File: config.mk
export PLATFORM = sky130hd
export DESIGN_NAME = comparator_bist
export DESIGN_NICKNAME = d
export VERILOG_FILES = /design/src/rtl/comparator_bist.sv
export SDC_FILE = /design/constraint.sdc
export NUM_CORES = 1
export LEC_CHECK = 0
export BUFFER_PORTS_ARGS = -buffer_cell sky130_fd_sc_hd__buf_2
export CAP_MARGIN = 20
export CORE_MARGIN = 3
export CORE_UTILIZATION = 58
export DETAILED_ROUTE_END_ITERATION = 6
export PLACE_DENSITY = 0.84
export SLEW_MARGIN = 5
export SYNTH_ARGS = -nofsm -noshare
export SYNTH_HDL_FRONTEND = slang
export SYNTH_SLANG_ARGS = --single-unit
File: constraint.sdc
create_clock -name clk -period 6.5 [get_ports clk]
set_input_delay 0.65 -clock clk [delete_from_list [all_inputs] [get_ports clk]]
set_output_delay 0.65 -clock clk [all_outputs]
set_load 0.005 [all_outputs]
File: src/rtl/comparator_bist.sv
// Built-in self-test engine for a WIDTH-bit magnitude comparator.
// Sweeps every (A,B) operand pair, settles, then checks the gt/lt/eq flags.
//
// Ports:
//   clk, rst_n        clock and synchronous active-low reset
//   start             begin a sweep (honoured only in IDLE or DONE)
//   a_out, b_out      registered operands driven to the comparator
//   a_gt_b_in         comparator flag A>B
//   a_lt_b_in         comparator flag A<B
//   a_eq_b_in         comparator flag A==B
//   busy              sweep in progress
//   done              sweep complete, held until next start or reset
//   pass              done with zero errors
//   err_count         number of failing pairs
//   fail_valid        first_fail_a/b hold a captured failure
//   first_fail_a/b    operands of the first failing pair
module comparator_bist #(
    parameter int WIDTH         = 4,
    parameter int SETTLE_CYCLES = 1
) (
    input  logic               clk,
    input  logic               rst_n,
    input  logic               start,
    output logic [WIDTH-1:0]   a_out,
    output logic [WIDTH-1:0]   b_out,
    input  logic               a_gt_b_in,
    input  logic               a_lt_b_in,
    input  logic               a_eq_b_in,
    output logic               busy,
    output logic               done,
    output logic               pass,
    output logic [2*WIDTH:0]   err_count,
    output logic               fail_valid,
    output logic [WIDTH-1:0]   first_fail_a,
    output logic [WIDTH-1:0]   first_fail_b
);

    localparam int IW = 2 * WIDTH;
    localparam int CW = (SETTLE_CYCLES > 1) ? $clog2(SETTLE_CYCLES) : 1;

    localparam logic [CW-1:0] CNT_LAST = CW'(SETTLE_CYCLES - 1);
    localparam logic [IW-1:0] IDX_LAST = {IW{1'b1}};

    typedef enum logic [1:0] {
        S_IDLE   = 2'd0,
        S_SETTLE = 2'd1,
        S_CHECK  = 2'd2,
        S_DONE   = 2'd3
    } state_t;

    state_t          r_state;
    logic [IW-1:0]   r_idx;
    logic [CW-1:0]   r_cnt;
    logic            r_busy;
    logic            r_done;
    logic            r_pass;
    logic [IW:0]     r_err;
    logic            r_fail_valid;
    logic [WIDTH-1:0] r_ff_a;
    logic [WIDTH-1:0] r_ff_b;

    logic [WIDTH-1:0] w_a;
    logic [WIDTH-1:0] w_b;
    logic [2:0]       w_exp;
    logic [2:0]       w_got;
    logic             w_mismatch;
    logic [IW:0]      w_err_next;
    logic [IW-1:0]    w_idx_next;

    // The operands are the two halves of the sweep index, so they are
    // registered by construction: A is the MSB field, B the LSB field.
    assign w_a = r_idx[IW-1:WIDTH];
    assign w_b = r_idx[WIDTH-1:0];

    // Any flag differing from the reference counts, so non-one-hot
    // responses such as 000 or 110 are caught as well.
    assign w_exp      = {w_a > w_b, w_a < w_b, w_a == w_b};
    assign w_got      = {a_gt_b_in, a_lt_b_in, a_eq_b_in};
    assign w_mismatch = (w_exp != w_got);
    assign w_err_next = r_err + {{IW{1'b0}}, w_mismatch};
    assign w_idx_next = r_idx + 1'b1;

    always_ff @(posedge clk) begin
        if (!rst_n) begin
            r_state      <= S_IDLE;
            r_idx        <= '0;
            r_cnt        <= '0;
            r_busy       <= 1'b0;
            r_done       <= 1'b0;
            r_pass       <= 1'b0;
            r_err        <= '0;
            r_fail_valid <= 1'b0;
            r_ff_a       <= '0;
            r_ff_b       <= '0;
        end else begin
            unique case (r_state)
                S_IDLE, S_DONE: begin
                    if (start) begin
                        r_state      <= S_SETTLE;
                        r_idx        <= '0;
                        r_cnt        <= '0;
                        r_busy       <= 1'b1;
                        r_done       <= 1'b0;
                        r_pass       <= 1'b0;
                        r_err        <= '0;
                        r_fail_valid <= 1'b0;
                        r_ff_a       <= '0;
                        r_ff_b       <= '0;
                    end
                end

                S_SETTLE: begin
                    if (r_cnt == CNT_LAST) begin
                        r_state <= S_CHECK;
                    end else begin
                        r_cnt <= r_cnt + 1'b1;
                    end
                end

                S_CHECK: begin
                    r_err <= w_err_next;
                    if (w_mismatch && !r_fail_valid) begin
                        r_fail_valid <= 1'b1;
                        r_ff_a       <= w_a;
                        r_ff_b       <= w_b;
                    end
                    if (r_idx != IDX_LAST) begin
                        r_idx   <= w_idx_next;
                        r_cnt   <= '0;
                        r_state <= S_SETTLE;
                    end else begin
                        // Last pair: the verdict includes this check.
                        r_state <= S_DONE;
                        r_busy  <= 1'b0;
                        r_done  <= 1'b1;
                        r_pass  <= (w_err_next == '0);
                    end
                end

                default: r_state <= S_IDLE;
            endcase
        end
    end

    assign a_out        = w_a;
    assign b_out        = w_b;
    assign busy         = r_busy;
    assign done         = r_done;
    assign pass         = r_pass;
    assign err_count    = r_err;
    assign fail_valid   = r_fail_valid;
    assign first_fail_a = r_ff_a;
    assign first_fail_b = r_ff_b;

endmodule

**After elaboration in Yosys (flattened, before gate mapping)**

Index checks and enable logic that the tools add are counted.

- Muxes and demuxes: 27
- Add/sub/neg operators: 3
- $lt $le $gt $ge: 2
- Reduce and logical (&&, ||, !) cells: 12
- Eq/ne operators: 11

Operators with widths:

| cell | number |
|---|---|
| $pmux W9 S2 | 1 |
| $mux W8 | 2 |
| $pmux W4 S2 | 2 |
| $pmux W8 S2 | 1 |
| $mux W4 | 3 |
| $ne A2 B2 Y1 const B | 5 |
| $add A9 B1 Y9 | 1 |
| $logic_not A9 Y1 | 1 |
| $mux W9 | 1 |
| $reduce_and A3 Y1 | 3 |
| $add A8 B1 Y8 const B | 1 |
| $mux W1 | 8 |
| $ne A8 B8 Y1 const B | 1 |
| $pmux W1 S2 | 4 |
| $mux W2 | 3 |
| $pmux W2 S3 | 1 |
| $reduce_and A2 Y1 | 3 |
| $eq A2 B2 Y1 const B | 2 |
| $eq A4 B4 Y1 | 1 |
| $gt A4 B4 Y1 | 1 |
| $lt A4 B4 Y1 | 1 |
| $ne A3 B3 Y1 | 1 |
| $pmux W1 S3 | 1 |
| $eq A2 B1 Y1 const B | 1 |
| other kinds (6) | 6 |

- Output and inout port bits: 29
- Logic and storage cells: 65
- Register bits: 32
- Input port bits: 6

**Longest topological paths before layout**

Gate-level depths: netlist of the first run.

- Depth after elaboration: 6
- Gate-level depth with buffers: 13
- Gate-level depth less buffers: 13

**Least setup slack after synthesis of the first run**

OpenSTA, ideal clock, no wires.

- Path kind: flip-flop to flip-flop
- From: register r_idx[3]
- To: register r_pass (netlist: pass)
- Cell stages (with the launch flop): 13
- Setup time: 0.116 ns
- Data required time: 6.384 ns
- Arrival time: 2.741 ns
- Buffers on the path: 0
- Period minus slack after synthesis: 2.858 ns
- Path slack: 3.642 ns
- Path through: dfxtp_1 -> inv_1 -> ha_1 -> a21o_1 -> o31a_1 -> nor4_1 -> a311oi_2 -> ha_1 -> nand3_1 -> mux2_2 -> a31oi_1 -> nor4_1 -> a31o_2

- Word-level cells in the longest chain between the ends: 6
- Elaborated cells between the ends (all ways): 11
- Those cells by class: add/sub (1); order compare (2); eq/ne (4); mux (2); reduce/logical (2)

Ends and longest elaborated chain:

| element | RTL line | text |
|---|---|---|
| start: declaration | 52 | `logic [IW-1:0] r_idx;` |
| start signal: assignment | 128 | `r_idx <= w_idx_next;` |
| $lt A4 B4 Y1, or another cell as far along | 77 | `assign w_exp = {w_a > w_b, w_a < w_b, w_a == w_b};` |
| $ne A3 B3 Y1 | 79 | `assign w_mismatch = (w_exp != w_got);` |
| $add A9 B1 Y9 | 80 | `assign w_err_next = r_err + {{IW{1'b0}}, w_mismatch};` |
| $logic_not A9 Y1 | 136 | `r_pass <= (w_err_next == '0);` |
| $mux W1 | 127 | `if (r_idx != IDX_LAST) begin` |
| $pmux W1 S2 | 96 | `unique case (r_state)` |
| end signal: assignment | 136 |  |
| end: declaration | 56 | `logic r_pass;` |

Several ways; a longest one is shown, not always the timed one. The select of a mux whose other input is x is not followed.
A chain may end at the register's enable or synchronous reset.

**Worst setup path after layout of the first run**

Same ends and word-level chain as after synthesis.

==> results.py, run 1 <==
metrics = {
    "power": {
        "p_int_w": 0.000299,
        "peakVddDrop_mv": 0.297,
        "p_leak_nw": 0.831,
        "p_per_area_mw_per_mm2": 255,
        "pwr-share-seq_pct": 44.5,
        "switchingPower_w": 0.000179,
        "swShare_pct": 37.5,
        "power.share.clock_pct": 22.4,
        "combPwrFrac_pct": 33.1,
    },
    "detailed_routing": {
        "wl_mm": 3.76,
        "first_pass_iters": 4,
        "post_drt_wl_per_cell_um": 15.0,
        "drc": 0,
        "vias": 1537,
        "final_antenna_net_count": 0,
        "dr.first_iter.drc_count": 89,
        "vias_per_cell": 6.15,
    },
    "timing": {
        "post-route-min-period_ns": 3.23,
        "rsz0062_at_grt": "no",
        "setup_viol": 0,
        "setup_tns_ns": 0,
        "hold_viol": 0,
        "tightest_slew_ns": 0.738,
        "report.final.slew_viol_count": 0,
        "finalWorstSetupSlack_ns": 3.27,
        "slew_headroom_pct": 50.5,
        "post-route-period-util_pct": 49.7,
        "clock.fmax_ghz": 0.309,
        "skew_ns": 0.00552,
    },
    "clock_tree": {
        "post_cts_buffers": 0,
        "htreeDepth": 2,
        "clkSlewWorstSetupHoldPaths_ns": 0.10,
        "clkLatencyLatePin_ns": 0.33,
        "cts_buffers": 5,
        "cts_buffer_depth": 2,
        "cts_resized": 0,
        "holdBufCountCts": 0,
        "clockRootBuffer": "clkbuf_4",
        "clock-sinks": 31,
        "cts_tree": "built",
    },
    "critical_path": {
        "rr_worst_depth": 12,
        "reg2reg_from": "r_idx[3]",
        "path_delay_family": "simple AND/OR/NAND/NOR gates",
        "critPathKind": "reg -> reg",
        "end_kind": "flop",
        "worst-path-buf-inv": 1,
        "cp-start-kind": "flop",
        "cpPeakStageDelay_ns": 0.41,
        "path_max_fanout": 7,
        "critPathSlowestCell": "dfxtp_1",
        "cp.required_ns": 6.78,
        "r2r_end": "pass",
        "path_cells": "inv_1, ha_1, a21o_1, nor4_1, nor4_1, a311oi_2, ha_1, ha_1, nand4_1, xnor2_1, nor4_1, a31o_2",
        "cp_num_cells": 12,
        "arrival_ns": 3.51,
        "r2r_setup_slack_ns": 3.27,
    },
    "synth": {
        "synth_top_family_by_area": "simple AND/OR/NAND/NOR gates",
        "synth_compound_area_share_pct": 19.5,
        "synth_edf_count": 0,
        "synth_nets": 200,
        "synth-xor-area-share_pct": 4.81,
        "seq_area_frac_synth_pct": 37.8,
        "yosysTopAreaCell": "dfxtp_1",
        "synth_top_area_share_pct": 37.8,
        "synth.area.top_cells": "dfxtp_1 38%, ha_1 8.4%, a22o_1 4.3%, nor2_1 3.9%, nor2b_1 3.8%",
        "ys.flop_type": "dfxtp_1",
        "avgSynthCellArea_um2": 8.96,
        "synth_common_cells": "31 x dfxtp_1, 17 x nor2_1, 11 x ha_1, 10 x nor2b_1, 9 x nand2_1",
        "synth-simple-area-share_pct": 23.0,
        "ys_seq_elements": 31,
        "synth_fa_ha_area_share_pct": 8.39,
        "yosys_warnings": 0,
        "syn_area_mm2": 0.00164,
        "ys_types": 43,
        "synth_most_common_cell": "dfxtp_1",
        "netlist_instances": 183,
        "muxShareOfSynthArea_pct": 2.52,
        "async_flop_share_pct": 0,
    },
    "layout": {
        "fin_nets": 236,
        "final_util_pct": 72.3,
        "syn_to_final_growth_pct": 14.2,
        "final_area_mm2": 0.00187,
        "diodes": 0,
        "drive_gt1_share_pct": 22.3,
    },
    "die": {
        "rows": 18,
        "fp.coreArea_mm2": 0.00259,
        "pin_count": 35,
        "die_y_um": 59.2,
        "die_x_um": 59.2,
        "initial_core_util_pct": 63.3,
        "die_area_mm2": 0.00350,
    },
    "hold_path": {
        "hold_depth": 1,
        "worstHoldEndpoint": "first_fail_a[0]",
        "hold_class": "reg -> reg",
        "worst_hold_startpoint": "first_fail_a[0]",
    },
    "global_route": {
        "grt_use_met1_pct": 31.7,
        "grt_usage_pct": 23.6,
        "grt_pass1_wl_mm": 6.31,
        "gr-total-overflow": 0,
        "grt_use_met3_pct": 7.19,
        "grt_busiest_layer": "met2",
        "grt_pass1_vias": 1372,
        "grt_antenna_before_repair": 0,
        "grtUsageMet2_pct": 36.5,
        "grt_max_degree": 19,
    },
    "place": {
        "place_area_mm2": 0.00181,
        "gp_congestion": 0.904,
        "io_buffers": 34,
        "hpwl_mm": 2.81,
        "pre_cts_ws_ns": 3.40,
    },
    "run_status": {
        "outcome": "finished clean",
    },
    "job": {
        "maxCapViolCount": 0,
    },
}
-- worst max-delay path by stage --
stage                     endpoint  slack (ns)  startpoint
final                         pass        3.27    r_idx[3]
after global routing          pass        2.98    r_idx[3]
after CTS                     pass        3.29    r_idx[3]
after detailed placement      pass        3.40    r_idx[3]
after global placement        pass        3.46    r_idx[3]
after floorplan               pass        3.64    r_idx[3]
-- layout by cell type, fill, tap and decap left out, types with 3 or more instances in the layout --
cell type / Yosys / routed
nand2_1: 9 / 9
nor2_1: 17 / 17
clkbuf_4: 0 / 5
a21oi_1: 8 / 8
and2_1: 6 / 6
clkinv_2: 0 / 3
nand3_1: 8 / 8
a22o_1: 8 / 8
xnor2_1: 6 / 6
nor3_1: 3 / 3
nor2b_1: 10 / 10
nand4_1: 5 / 5
ha_1: 11 / 11
mux2i_1: 3 / 3
buf_2: 1 / 34
nor4_1: 5 / 5
inv_1: 8 / 8
dfxtp_1: 31 / 31
a22oi_1: 6 / 6
o21ai_0: 6 / 6
xor2_1: 3 / 3
-- cell families after synthesis --
logic type / Yosys count
xor+xnor: 9
fa+ha+maj: 11
buf+inv: 14
flops: 31
simple gates: 71
mux: 4
compound gates: 43
-- power by group through the flow --
stage | sequential, W | combinational, W | clock, W
global route | 0.000214 | 0.000175 | 0.000118
global placement | 0.000215 | 0.000145 | 0
floorplan | 0.000215 | 0.000116 | 0
CTS | 0.000212 | 0.000151 | 0.000110
detailed placement | 0.000217 | 0.000150 | 0
finish | 0.000213 | 0.000158 | 0.000107
-- per-stage QoR --
step,hold WS [ns],total power (W),std cells
6_report,0.474,0.000478,250
5_1_grt,0.503,0.000507,250
4_1_cts,0.479,0.000474,249
3_5_place_dp,0.456,0.000367,241
3_3_place_gp,0.450,0.000360,241
2_1_floorplan,0.463,0.000331,183
-- metal layers --
metal	part of all wire (%)	vias to the layer above
met5	0	-
met4	0.96	0
met3	8.5	6
met2	46	75
met1	44	719
li1	-	737
-- cell type report --
| cell class | count | area (µm²) |
|---|---|---|
| inverters | 8 | 30.0 |
| multi-input cells | 138 | 955 |
| clock inverters | 3 | 15.0 |
| fillers | 211 | 717 |
| well taps | 30 | 37.5 |
| flip-flops and latches | 31 | 621 |
| clock buffers | 5 | 37.5 |
| repair buffers | 35 | 178 |
-- sequential cells by signal, indices dropped and copies added, names as in the netlist --
register	count
err_count	9
r_idx	8
first_fail_a	4
first_fail_b	4
r_state	2
busy	1
done	1
fail_valid	1
pass	1
Note: power is estimated with default switching activity, not from simulation.
==> run 2, diff against run 1 <==
- CORE_UTILIZATION: 58 -> 53
- PLACE_DENSITY: 0.84 -> 0.78
- clock period: 6.5 -> 3.1 ns (I/O delays scaled with it)
==> run 2 against run 1 <==
  * Clock-buffer cell count up 1
  * Setup slack worse by 3.1 ns
  * Routed wire length up 11%
  * Register-to-register slack worse by 3.1 ns
  * Clock skew up 0.0047 ns
  * Clock power rose to 3.1 times the previous value
  * Maximum frequency up 8.9%
  * Utilization down 0.74 points
  * Final area up 9.0%
  * Die area up 8.5%
  * Sequential power up 110%
==> results.py, run 2 (synthesis results as in run 1) <==
metrics = {
    "clock_tree": {
        "cts_buffer_depth": 2,
        "clkSlewWorstSetupHoldPaths_ns": 0.10,
        "clockRootBuffer": "clkbuf_4",
        "cts_buffers": 5,
        "clock-sinks": 31,
        "htreeDepth": 2,
        "clkLatencyLatePin_ns": 0.32,
        "cts_tree": "built",
    },
    "run_status": {
        "outcome": "finished clean",
    },
    "timing": {
        "setup_tns_ns": 0,
        "finalWorstSetupSlack_ns": 0.132,
        "post-route-period-util_pct": 95.7,
        "post-route-min-period_ns": 2.97,
        "report.final.slew_viol_count": 0,
        "clock.fmax_ghz": 0.337,
        "skew_ns": 0.0102,
        "tightest_slew_ns": 0.704,
        "setup_viol": 0,
        "slew_headroom_pct": 52.8,
        "hold_viol": 0,
    },
    "layout": {
        "multi_input_area_mm2": 0.00105,
        "final_cell_mix": "34 x buf_2, 27 x dfxtp_1, 17 x nor2_1",
        "largest_reg_flops": 9,
        "fin_nets": 240,
        "syn_to_final_growth_pct": 24.5,
        "regArea_um2": 626,
        "mostFrequentLayoutCell": "buf_2",
        "drive_gt1_share_pct": 29.9,
        "nFillCells": 234,
        "diodes": 0,
    },
    "critical_path": {
        "path_cells": "inv_1, ha_4, a21o_1, o31a_1, nor4_4, a311oi_4, ha_1, nand3_2, mux2_2, a31oi_1, nor4_1, a31o_2",
        "cp.required_ns": 3.32,
        "end_kind": "flop",
        "arrival_ns": 3.19,
        "critPathSlowestCell": "dfxtp_2",
        "cpPeakStageDelay_ns": 0.36,
        "path_max_fanout": 5,
        "cp-start-kind": "flop",
        "critPathKind": "reg -> reg",
    },
    "power": {
        "p_int_w": 0.000747,
        "power_w": 0.00114,
        "power.share.clock_pct": 29.0,
        "switchingPower_w": 0.000395,
        "swShare_pct": 34.6,
        "p_leak_nw": 0.870,
        "combPwrFrac_pct": 32.0,
        "peakVddDrop_mv": 0.472,
        "pwr-share-seq_pct": 38.9,
        "p_per_area_mw_per_mm2": 559,
    },
    "die": {
        "pin_count": 35,
        "die_y_um": 61.6,
        "rows": 19,
        "die_area_mm2": 0.00380,
        "initial_core_util_pct": 57.5,
        "fp.coreArea_mm2": 0.00285,
        "die_x_um": 61.6,
    },
    "place": {
        "pre_cts_ws_ns": -0.0516,
        "gp_congestion": 0.913,
        "io_buffers": 34,
        "hpwl_mm": 2.91,
    },
    "detailed_routing": {
        "post_drt_wl_per_cell_um": 16.4,
        "drc": 0,
        "final_antenna_net_count": 0,
        "first_pass_iters": 4,
        "dr.first_iter.drc_count": 113,
        "vias_per_cell": 6.05,
        "wl_mm": 4.18,
        "vias": 1542,
    },
    "global_route": {
        "grt_antenna_before_repair": 0,
        "grt_max_degree": 19,
        "grt_use_met1_pct": 31.1,
        "grt_pass1_wl_mm": 6.40,
        "grtUsageMet2_pct": 35.4,
        "grt_use_met3_pct": 4.40,
        "gr-total-overflow": 0,
        "grt_busiest_layer": "met2",
        "grt_pass1_vias": 1399,
        "grt_usage_pct": 22.4,
    },
    "job": {
        "maxCapViolCount": 0,
    },
    "hold_path": {
        "hold_class": "in -> reg",
    },
}
-- run 2: cell count changes in the layout (fill, tap and decap cells not counted), sizes merged --
| cell | change |
|---|---|
| clkinv | -2 |
| bufinv | +1 |
| clkbuf | +1 |
| buf | +4 |
-- run 2: worst max-delay path: cells and delay by family (launching register included) --
family / cells / cell delay, ns
AO/OA/AOI/OAI: 5 / 1.03
AND/OR/NAND/NOR: 3 / 0.50
adder cells (fa/ha/maj): 2 / 0.47
flip-flops: 1 / 0.36
multiplexers: 1 / 0.34
buffers and inverters: 1 / 0.15
-- run 2: path summary, 6_finish.rpt --
kind / start / end / slack (ns) / cells after the start
setup / recovery: r_idx[3] / pass / 0.13 / 12
hold / removal: start / r_state[1] / 0.37 / 3
hold reg to reg: first_fail_a[3] / first_fail_a[3] / 0.48 / 1
setup reg to reg: r_idx[3] / pass / 0.13 / 12
-- run 2: per-layer routing --
layer	vias up	part of all wire, %
li1	742	-
met1	752	45
met2	46	50
met3	2	4.7
met4	0	0.48
met5	-	0
-- run 2: repair_timing --
action	CTS	global route
setup endpoints to repair	2	4
pin swaps	3	4
buffers inserted	1	1
gates resized for setup	5	13
hold buffers	0	0
-- run 2: power by group through the flow --
stage | Combinational (W) | Sequential, W | Clock (W)
after global placement | 0.000321 | 0.000450 | 0
after floorplan | 0.000244 | 0.000451 | 0
final | 0.000365 | 0.000444 | 0.000331
after CTS | 0.000338 | 0.000443 | 0.000334
after global routing | 0.000403 | 0.000449 | 0.000356
after detailed placement | 0.000333 | 0.000453 | 0
-- run 2: area by class of cell --
cell class,instances,area share (%)
inverters,8,1.47
clock inverters,2,1.72
multi-input cells,138,51.6
flip-flops and latches,31,30.6
well taps,31,1.90
clock buffers,6,2.51
repair buffers,39,10.2
-- run 2: stage by stage --
stage          utilization (%)  hold slack [ns]  area [µm²]  std cells
5_1_grt                   71.6            0.369        2040        255
6_report                  71.6            0.371        2040        255
4_1_cts                   68.4            0.358        1950        254
3_3_place_gp              64.4            0.450        1840        245
3_5_place_dp              64.4            0.457        1840        245
2_1_floorplan                -            0.463        1640        183
==> run 3, diff against run 2 <==
- CORE_ASPECT_RATIO: not set -> 1.1
- CTS_CLUSTER_SIZE: not set -> 28
==> run 3 against run 2 <==
  * Global-route usage down 0.43 points
  * Non-clock buffer count down 1
  * Maximum frequency up 0.57%
  * Highest routed layer unchanged
  * First-iteration DRC count down 46%
  * Critical path type unchanged
  * Routed wire length down 8.9%
  * Sequential cell count unchanged
  * Register-to-register slack better by 0.02 ns
  * Final cell count unchanged
  * Final area down 5.0%
==> results.py, run 3 (synthesis results as in run 1) <==
metrics = {
    "power": {
        "p_leak_nw": 0.849,
        "p_int_w": 0.000653,
        "power_w": 0.00103,
        "power.share.clock_pct": 23.4,
        "peakVddDrop_mv": 0.353,
        "switchingPower_w": 0.000381,
        "p_per_area_mw_per_mm2": 533,
        "pwr-share-seq_pct": 42.8,
        "swShare_pct": 36.8,
        "combPwrFrac_pct": 33.8,
    },
    "global_route": {
        "grt_pass1_vias": 1467,
        "grt_antenna_before_repair": 0,
        "gr-total-overflow": 0,
        "grt_max_degree": 19,
        "grt_usage_pct": 22.0,
        "grt_pass1_wl_mm": 6.56,
    },
    "critical_path": {
        "reg2reg_from": "r_idx[3]",
        "path_max_fanout": 5,
        "critPathKind": "reg -> reg",
        "end_kind": "flop",
        "cp.required_ns": 3.34,
        "r2r_setup_slack_ns": 0.15,
        "crit_start": "r_idx[3]",
        "arrival_ns": 3.19,
        "cp-start-kind": "flop",
    },
    "run_status": {
        "outcome": "finished clean",
    },
    "layout": {
        "largest_reg_flops": 9,
        "final_cell_mix": "34 x buf_2, 28 x dfxtp_1, 17 x nor2_1",
        "syn_to_final_growth_pct": 18.2,
        "mostFrequentLayoutCell": "buf_2",
        "diodes": 0,
        "final_area_mm2": 0.00194,
        "drive_gt1_share_pct": 26.6,
        "fin_nets": 239,
    },
    "die": {
        "die_area_mm2": 0.00380,
        "initial_core_util_pct": 57.5,
        "die_x_um": 59.0,
        "die_y_um": 64.3,
        "fp.coreArea_mm2": 0.00285,
        "rows": 20,
        "pin_count": 35,
    },
    "place": {
        "hpwl_mm": 2.76,
        "io_buffers": 34,
        "gp_congestion": 0.978,
        "place_area_mm2": 0.00184,
    },
    "detailed_routing": {
        "vias_per_cell": 5.86,
        "wl_mm": 3.81,
        "post_drt_wl_per_cell_um": 14.9,
        "first_pass_iters": 4,
        "final_antenna_net_count": 0,
        "dr.first_iter.drc_count": 61,
        "drc": 0,
        "vias": 1495,
    },
    "clock_tree": {
        "clockRootBuffer": "clkbuf_4",
        "cts_tree": "built",
        "clkLatencyLatePin_ns": 0.33,
        "clock-sinks": 31,
        "clkSlewWorstSetupHoldPaths_ns": 0.09,
        "cts_buffer_depth": 2,
        "cts_buffers": 5,
        "htreeDepth": 2,
    },
    "timing": {
        "setup_viol": 0,
        "rsz0062_at_grt": "yes",
        "post-route-min-period_ns": 2.95,
        "tightest_slew_ns": 0.783,
        "hold_viol": 0,
        "report.final.slew_viol_count": 0,
        "slew_headroom_pct": 47.5,
        "skew_ns": 0.0113,
        "clock.fmax_ghz": 0.339,
        "post-route-period-util_pct": 95.2,
    },
    "hold_path": {
        "hold_class": "in -> reg",
        "worst_hold_startpoint": "start",
    },
    "job": {
        "maxCapViolCount": 0,
    },
}
run 3: critical path, stage by stage, from the launching register on:
cell and delay [ns]:
dfxtp_2 0.35, inv_1 0.14, ha_4 0.24, a21o_1 0.18, o31a_1 0.30, nor4_2 0.21, a311oi_2 0.10, buf_4 0.18
ha_1 0.17, nand3_1 0.15, mux2_2 0.36, a31oi_1 0.16, nor4_1 0.08, a31o_2 0.24
run 3: what timing repair did:
item,in CTS,in global routing
setup endpoints to repair,3,3
gates resized for setup,5,3
hold buffers,0,0
buffers inserted,1,0
hold endpoints to repair,0,0
pin swaps,1,2
run 3: area by class of cell:
cell class | count | area (µm²)
multi-input cells | 138 | 987
inverters | 8 | 30.0
clock buffers | 6 | 51.3
clock inverters | 1 | 5.00
fillers | 243 | 913
flip-flops and latches | 31 | 624
well taps | 33 | 41.3
repair buffers | 38 | 200
run 3: power groups by stage:
stage	clock network, W	registers [W]	logic [W]
after floorplan	0	0.000451	0.000244
after global placement	0	0.000449	0.000316
after detailed placement	0	0.000450	0.000336
after CTS	0.000245	0.000441	0.000343
after global routing	0.000265	0.000446	0.000380
final	0.000242	0.000442	0.000349
run 3: final timing paths:
| path | endpoint | cells after the start |
|---|---|---|
| worst max-delay path | pass | 13 |
| worst min-delay path | r_state[1] | 3 |
| worst max register to register | pass | 13 |
| worst min register to register | first_fail_b[2] | 1 |
run 3: through the flow:
step / worst slack (ns) / std cells / util, % / TNS, ns / hold slack, ns
floorplan: 0.242 / 183 / - / 0 / 0.463
finish: 0.149 / 255 / 68.0 / 0 / 0.356
detailed placement: -0.106 / 247 / 64.5 / -0.106 / 0.454
CTS: 0.0428 / 255 / 67.7 / 0 / 0.352
global route: -0.0287 / 255 / 68.0 / -0.0287 / 0.362
global placement: 0.124 / 247 / 64.5 / 0 / 0.452
run 3: metal layers:
layer	share of wire, %	global-route usage, %	wire length (µm)	vias up
met1	42	25.4	1600	701
met3	4.7	4.04	180	12
met2	50	37.2	1910	45
met4	3.0	12.5	116	0
met5	0	0	0	-
li1	-	-	-	737
